===== src/rtl/uart_tx_ctrl.sv =====
//==============================================================================
// Module      : uart_tx_ctrl
// Description : Transmit sequencer between the APB register block and the
//               UART transmitter. Captures a word on start_tx_i and issues it
//               to uart_tx as 1-4 frames, least significant byte first. Frames
//               are paced on frame_done_i and optionally gated on CTS. One
//               tx_done_o pulse is returned per word.
// Revision    : 1.0 - initial release
//------------------------------------------------------------------------------
// Configuration macro:
//   UART_CTS_FLOW_EN  defined   : WAIT_CTS advances only while cts_n == 0
//                     undefined : cts_n is ignored, WAIT_CTS lasts one cycle
//------------------------------------------------------------------------------
// Parameters:
//   WORD_W   width of tx_data_i (must equal 4*FRAME_W)
//   FRAME_W  width of frame_data_o
// Ports:
//   clk           in   1        system clock
//   rst_n         in   1        asynchronous active-low reset
//   start_tx_i    in   1        1-cycle word request
//   tx_data_i     in   WORD_W   word to send, sampled on an accepted start
//   byte_cnt_i    in   2        frames to send minus 1, sampled with tx_data_i
//   cts_n         in   1        clear-to-send, active low, synchronous to clk
//   frame_done_i  in   1        1-cycle pulse: current frame shifted out
//   frame_start_o out  1        1-cycle pulse: load frame_data_o, start frame
//   frame_data_o  out  FRAME_W  byte for the current frame
//   busy_o        out  1        high whenever not IDLE
//   tx_done_o     out  1        1-cycle pulse: whole word sent
//   start_drop_o  out  1        1-cycle pulse: start_tx_i ignored while busy
//==============================================================================
`default_nettype none

module uart_tx_ctrl #(
  parameter int WORD_W  = 32,
  parameter int FRAME_W = 8
) (
  input  logic               clk,
  input  logic               rst_n,
  input  logic               start_tx_i,
  input  logic [WORD_W-1:0]  tx_data_i,
  input  logic [1:0]         byte_cnt_i,
  input  logic               cts_n,
  input  logic               frame_done_i,
  output logic               frame_start_o,
  output logic [FRAME_W-1:0] frame_data_o,
  output logic               busy_o,
  output logic               tx_done_o,
  output logic               start_drop_o
);

  typedef enum logic [2:0] {
    IDLE      = 3'd0,
    WAIT_CTS  = 3'd1,
    START     = 3'd2,
    WAIT_DONE = 3'd3,
    DONE      = 3'd4
  } state_t;

  state_t               r_state;
  state_t               w_state_nxt;

  logic [WORD_W-1:0]    r_shadow;
  logic [1:0]           r_cnt;
  logic [1:0]           r_idx;

  logic                 r_frame_start;
  logic [FRAME_W-1:0]   r_frame_data;
  logic                 r_busy;
  logic                 r_tx_done;
  logic                 r_start_drop;

  logic                 w_accept;
  logic                 w_idx_inc;
  logic                 w_cts_clear;
  logic [FRAME_W-1:0]   w_frame_sel;

  //--------------------------------------------------------------------------
  // Clear-to-send qualification
  //--------------------------------------------------------------------------
`ifdef UART_CTS_FLOW_EN
  assign w_cts_clear = ~cts_n;
`else
  // Flow control compiled out: cts_n stays on the port list but has no effect.
  logic w_unused_cts;
  assign w_unused_cts = cts_n;
  assign w_cts_clear  = 1'b1;
`endif

  // A request is only taken in IDLE; anywhere else it is reported as dropped.
  assign w_accept = (r_state == IDLE) && start_tx_i;

  //--------------------------------------------------------------------------
  // Byte selection from the shadow word (LSB byte first)
  //--------------------------------------------------------------------------
  always_comb begin
    w_frame_sel = '0;
    case (r_idx)
      2'd0:    w_frame_sel = r_shadow[0*FRAME_W +: FRAME_W];
      2'd1:    w_frame_sel = r_shadow[1*FRAME_W +: FRAME_W];
      2'd2:    w_frame_sel = r_shadow[2*FRAME_W +: FRAME_W];
      default: w_frame_sel = r_shadow[3*FRAME_W +: FRAME_W];
    endcase
  end

  //--------------------------------------------------------------------------
  // FSM: state register
  //--------------------------------------------------------------------------
  always_ff @(posedge clk or negedge rst_n) begin
    if (!rst_n) begin
      r_state <= IDLE;
    end else begin
      r_state <= w_state_nxt;
    end
  end

  //--------------------------------------------------------------------------
  // FSM: next-state logic
  //--------------------------------------------------------------------------
  always_comb begin
    w_state_nxt = r_state;
    w_idx_inc   = 1'b0;
    case (r_state)
      IDLE: begin
        if (start_tx_i) begin
          w_state_nxt = WAIT_CTS;
        end
      end
      WAIT_CTS: begin
        if (w_cts_clear) begin
          w_state_nxt = START;
        end
      end
      START: begin
        // frame_done_i is deliberately not looked at here: a done pulse that
        // coincides with frame_start_o cannot belong to this frame.
        w_state_nxt = WAIT_DONE;
      end
      WAIT_DONE: begin
        if (frame_done_i) begin
          if (r_idx == r_cnt) begin
            w_state_nxt = DONE;
          end else begin
            w_idx_inc   = 1'b1;
            w_state_nxt = WAIT_CTS;
          end
        end
      end
      DONE: begin
        w_state_nxt = IDLE;
      end
      default: begin
        w_state_nxt = IDLE;
      end
    endcase
  end

  //--------------------------------------------------------------------------
  // Word context: shadow copy, frame count and frame index
  //--------------------------------------------------------------------------
  always_ff @(posedge clk or negedge rst_n) begin
    if (!rst_n) begin
      r_shadow <= '0;
      r_cnt    <= 2'd0;
      r_idx    <= 2'd0;
    end else begin
      if (w_accept) begin
        r_shadow <= tx_data_i;
        r_cnt    <= byte_cnt_i;
        r_idx    <= 2'd0;
      end else if (w_idx_inc) begin
        // Only incremented while idx != cnt, so it never wraps.
        r_idx    <= r_idx + 2'd1;
      end
    end
  end

  //--------------------------------------------------------------------------
  // Registered outputs
  // Each output is computed from the next state so that the flop presents
  // the value during the cycle the FSM actually sits in that state.
  //--------------------------------------------------------------------------
  always_ff @(posedge clk or negedge rst_n) begin
    if (!rst_n) begin
      r_frame_start <= 1'b0;
      r_frame_data  <= '0;
      r_busy        <= 1'b0;
      r_tx_done     <= 1'b0;
      r_start_drop  <= 1'b0;
    end else begin
      r_frame_start <= (w_state_nxt == START);
      r_busy        <= (w_state_nxt != IDLE);
      r_tx_done     <= (w_state_nxt == DONE);
      r_start_drop  <= start_tx_i && (r_state != IDLE);
      // idx already points at the upcoming frame when START is entered
      // (it advances on the WAIT_DONE -> WAIT_CTS transition).
      if (w_state_nxt == START) begin
        r_frame_data <= w_frame_sel;
      end
    end
  end

  assign frame_start_o = r_frame_start;
  assign frame_data_o  = r_frame_data;
  assign busy_o        = r_busy;
  assign tx_done_o     = r_tx_done;
  assign start_drop_o  = r_start_drop;

endmodule

`default_nettype wire


===== config.mk =====
export PLATFORM = sky130hd
export DESIGN_NAME = uart_tx_ctrl
export DESIGN_NICKNAME = d
export VERILOG_FILES = /design/src/rtl/uart_tx_ctrl.sv
export SDC_FILE = /design/constraint.sdc
export NUM_CORES = 1
export LEC_CHECK = 0
export BUFFER_PORTS_ARGS = -buffer_cell sky130_fd_sc_hd__buf_2
export CORE_MARGIN = 2
export CORE_UTILIZATION = 42
export DETAILED_ROUTE_END_ITERATION = 6
export HOLD_SLACK_MARGIN = 0.08
export PLACE_DENSITY = 0.62
export SLEW_MARGIN = 20
export SYNTH_ARGS = -nofsm -noshare
export SYNTH_HDL_FRONTEND = slang
export SYNTH_SLANG_ARGS = --single-unit
export TNS_END_PERCENT = 10

===== constraint.sdc =====
create_clock -name clk -period 1.95 [get_ports clk]
set_clock_uncertainty 0.05 [all_clocks]
set_input_delay 0.2925 -clock clk [delete_from_list [all_inputs] [get_ports clk]]
set_output_delay 0.2925 -clock clk [all_outputs]
set_load 0.05 [all_outputs]

# After elaboration in Yosys (flattened, before gate mapping)
# Index checks and enable logic that the tools add are counted.
[totals] ff_bits=51 out_inout_bits=12 inputBits=39 word_cells=35
[classes] eq_ne=8 add_sub_neg=1 n_mux=10 reduce_logical=7
[op_table] operator="one-hot mux 8 bit (3 select lines)" n=1
[op_table] operator="one-hot mux 3 bit (4 select lines)" n=1
[op_table] operator="== test 3 x 2 -> 1 bit (second input constant)" n=3
[op_table] operator="2-to-1 mux 3 bit" n=3
[op_table] operator="nonzero test 3 bit" n=2
[op_table] operator="2-to-1 mux 2 bit" n=2
[op_table] operator="== test 3 x 1 -> 1 bit (second input constant)" n=1
[op_table] operator="== test 3 bit (second input constant)" n=1
[op_table] operator="logical NOT 3 bit" n=1
[op_table] operator="2-to-1 mux 1 bit" n=3
[op_table] operator="adder 2 x 1 -> 2 bit (second input constant)" n=1
[op_table] operator="== test 2 x 1 -> 1 bit (second input constant)" n=1
[op_table] operator="== test 2 bit" n=1
[op_table] operator="== test 2 bit (second input constant)" n=1
[op_table] operator="logical AND 1 bit" n=2
[op_table] operator="logical NOT 2 bit" n=1
[op_table] operator="nonzero test 2 bit" n=1

# Logic depth before layout (Yosys ltp)
[depth] depth_word=6 ltp_mapped=6 ltp_nobuf=5

# Least setup slack after synthesis
# No wires, ideal clock.
[synth_timing] path_type="flip-flop to flip-flop" start="reg r_state[2]" end="reg r_shadow[10]" required_ps=1775 path_buffers=2 path_stages_with_launch=5 arrival_time_ps=1543 setup_time_ps=125 path_slack_ps=232 synth_period_minus_slack_ps=1718 cell_sequence="dfrtp_1 buf_6 nor4b_4 buf_6 mux2_2"
[synth_via] elab_chain_cells=2
[synth_lines] item="start, declared" line_no="59" text="state_t r_state;"
[synth_lines] item="start signal, assigned" line_no="112" text="r_state <= w_state_nxt;"
[synth_lines] item="logical NOT 3 bit" line_no="90" text="assign w_accept = (r_state == IDLE) && start_tx_i;"
[synth_lines] item="logical AND 1 bit" line_no="90"
[synth_lines] item="end signal, assigned" line_no="167" text="r_shadow <= tx_data_i;"
[synth_lines] item="end, declared" line_no="62" text="logic [WORD_W-1:0] r_shadow;"
# Every way passes these cells.
# A chain may end at the register's enable or synchronous reset.

# Worst setup path in the final report
[layout_timing] start="reg r_idx[1]" end="reg r_frame_data[4] (netlist: frame_data_o[4])"
[layout_via] elab_chain_cells=5 word_cells_on_any_way=9 cone_classes="eq/ne: 4; mux: 4; reduce/logical: 1"
[layout_lines] item="start, declared" line_no="64" text="logic [1:0] r_idx;"
[layout_lines] item="start signal, assigned" line_no="172" text="r_idx <= r_idx + 2'd1;"
[layout_lines] item="== test 2 bit" line_no="140" text="if (r_idx == r_cnt) begin"
[layout_lines] item="2-to-1 mux 3 bit" line_no="140"
[layout_lines] item="2-to-1 mux 3 bit" line_no="139" text="if (frame_done_i) begin"
[layout_lines] item="one-hot mux 3 bit (4 select lines)" line_no="122" text="case (r_state)"
[layout_lines] item="== test 3 x 2 -> 1 bit" line_no="196" text="if (w_state_nxt == START) begin"
[layout_lines] item="end signal, assigned" line_no="197" text="r_frame_data <= w_frame_sel;"
[layout_lines] item="end, declared" line_no="67" text="logic [FRAME_W-1:0] r_frame_data;"
# Parallel ways exist; a longest one is shown, timed or not.

==> metrics.txt <==
status=finished, final reports clean; CP Data Arrival Time=1850 ps; Final period util=0.872; post-synth top area share=0.584; DIE AREA=0.00579 mm^2; Slew headroom=0.523; pin count of the biggest net entering global routing=37; number of port buffers=49; Pre-Repair DR Iteration Count=7; via count=1437; Worst setup EP type=register; metal2 WL=2.16 mm; max cap viols=0; Routed WL per cell=15.6 um; Setup CP Type=register to register; vias in the first global route=1498; Worst-path clk slew=90 ps; antenna-violating nets left=0; initial antenna violation count=0; crit path cell chain=inv_1, ha_1, a222oi_1, and2_1, o2bb2ai_1; GRT Util Overall=0.162; # DRC=0; Cell Area, Synth=0.00218 mm^2; Die W=76.1 um; Synthesized Nets=199; commonest non-fill, non-tap cell in the layout=dfrtp_1; Clk Latency, worst-skew pair=300 ps; mean number of vias per cell=5.15; synth unique cells=23; RSZ-0062 raised after global routing=false; Layout Nets=251; hold crit path type=input port to register; initial core utilization=0.430; data required time at the worst endpoint=2100 ps; placed cell count=270; CP max stage cell=a222oi_1; Final Non-Filler Cells=279; layout cells sized above 1=0.440; #FFs+latches synth=51; peak supply drop=0.000799 V; Yosys top cell by area=dfrtp_1; CTS root buffer=clkbuf_8; Sink Count=51; crit path time final=1700 ps; GPL Wtd Cong=0.773; CTS tree=yes; met1 wire length=1.88 mm; Setup Viol. Count Final=0; Detailed Route WL=4.34 mm; Avg Cell Area, Syn=14.0 um^2; Fin. Hold Viols=0; Tot Pwr=4.28 mW; DP Area=0.00249 mm^2; Least-Margin Pin Slew=715 ps; io pins=51; power density cells=1650 mW/mm^2; post-CTS setup buffer count=0; Seq/Total Area, Yosys=0.584; synthesis-to-layout area growth=18.4%; DP Wirelength=3.11 mm; max-slew violation count=0; row count=26; largest fanout on the critical path=8; leak pwr=1.19 nW; fmax=588 MHz; crit-path max cell delay=440 ps; Longest Clk Path Bufs=2; setup_tns=0 ps; most frequent cells in the layout=dfrtp_1 (51), buf_2 (49), mux2_2 (31); Top Metal Used=met4; Starting DRT DRC Count=91; Setup crit start kind=register; global-route wire length before repair=7.31 mm; grt ovf=0; Synthesis Warnings=0; antenna diode count=0; CTS H-tree depth=2; core area=0.00507 mm^2; die span in y=76.1 um; routed wl met3=240 um; design area=0.00259 mm^2; CTS buffer count=5; synth top area cells=dfrtp_1 (58%), mux2_2 (16%), a222oi_1 (3.7%); Synth Instances=156
==> path summary, 6_finish.rpt <==
path	startpoint	to	slack [ps]	cells after the start
setup / recovery	r_idx[1]	frame_data_o[4]	250	5
hold / removal	frame_done_i	r_state[0]	150	2
setup reg to reg	r_idx[1]	frame_data_o[4]	250	5
hold reg to reg	frame_data_o[0]	frame_data_o[0]	450	1
max in group asynchronous	rst_n	frame_data_o[3]	680	3
min in group asynchronous	rst_n	r_shadow[16]	540	2
==> power breakdown <==
group / switching (mW) / leakage, nW / internal, mW
Clock: 0.324 / 0.0422 / 0.252
Combinational: 1.00 / 0.529 / 0.812
Sequential: 0.324 / 0.618 / 1.57
==> cells in the mapped netlist <==
master / n
xor2_1: 2
and2_1: 8
o21ai_0: 8
buf_6: 4
ha_1: 4
dfrtp_1: 51
and3_1: 3
o211ai_1: 1
clkbuf_1: 4
inv_1: 5
o31a_1: 1
a311oi_1: 1
buf_2: 1
mux2_1: 5
nor4b_4: 1
inv_2: 1
a222oi_1: 8
o2bb2ai_1: 8
nor3_1: 2
a21oi_1: 1
mux2_2: 31
or3_1: 1
nor2_1: 5
==> timing repair <==
| action | in CTS | in global routing |
|---|---|---|
| hold endpoints to repair | 30 | 0 |
| hold buffers | 1 | 0 |
| gates resized for setup | 0 | 0 |
==> area by class of cell <==
class                           count  area [um^2]
Multi-Input combinational cell     90          821
Clock inverter                      1         5.00
Clock buffer                        7         76.3
Timing Repair Buffer               54          298
Tap cell                           70         87.6
Inverter                            6         22.5
Sequential cell                    51         1280
Fill cell                         488         2490
==> per-layer routing <==
metal	vias up	GRT usage
met3	8	0.0474
met4	0	0.0655
met2	35	0.264
met5	-	0
li1	676	-
met1	718	0.205
==> worst max-delay path: cells and delay by family, from the launching register on <==
| family | cells | cell delay, ps |
|---|---|---|
| flops | 1 | 430 |
| compound gates | 2 | 510 |
| buf+inv | 1 | 110 |
| simple gates | 1 | 190 |
| fa+ha+maj | 1 | 300 |
==> stage by stage <==
stage,utilization,hold WS (ps),setup WS [ps]
finish,0.510,147,249
CTS,0.510,141,243
detailed placement,0.492,329,231
global placement,0.492,309,302
floorplan,-,-53.1,232
global route,0.510,131,185
==> sequential cells by signal, summed over array words and instances, names as in the netlist <==
| signal | count |
|---|---|
| frame_start_o | 1 |
| r_shadow | 32 |
| busy_o | 1 |
| r_idx | 2 |
| r_cnt | 2 |
| start_drop_o | 1 |
| r_state | 3 |
| tx_done_o | 1 |
| frame_data_o | 8 |
==> logic make-up after synthesis <==
group                      Yosys count  share of synthesized area
and+or+nand+nor                     20                     0.0584
adders and majority gates            4                     0.0229
xor gates and xnor gates             2                    0.00802
buffers and inverters               15                     0.0401
muxes                               36                      0.186
DFF                                 51                      0.584
AOI/OAI and AO/OA                   28                      0.101
No activity file was read; power rests on OpenSTA's default activity.
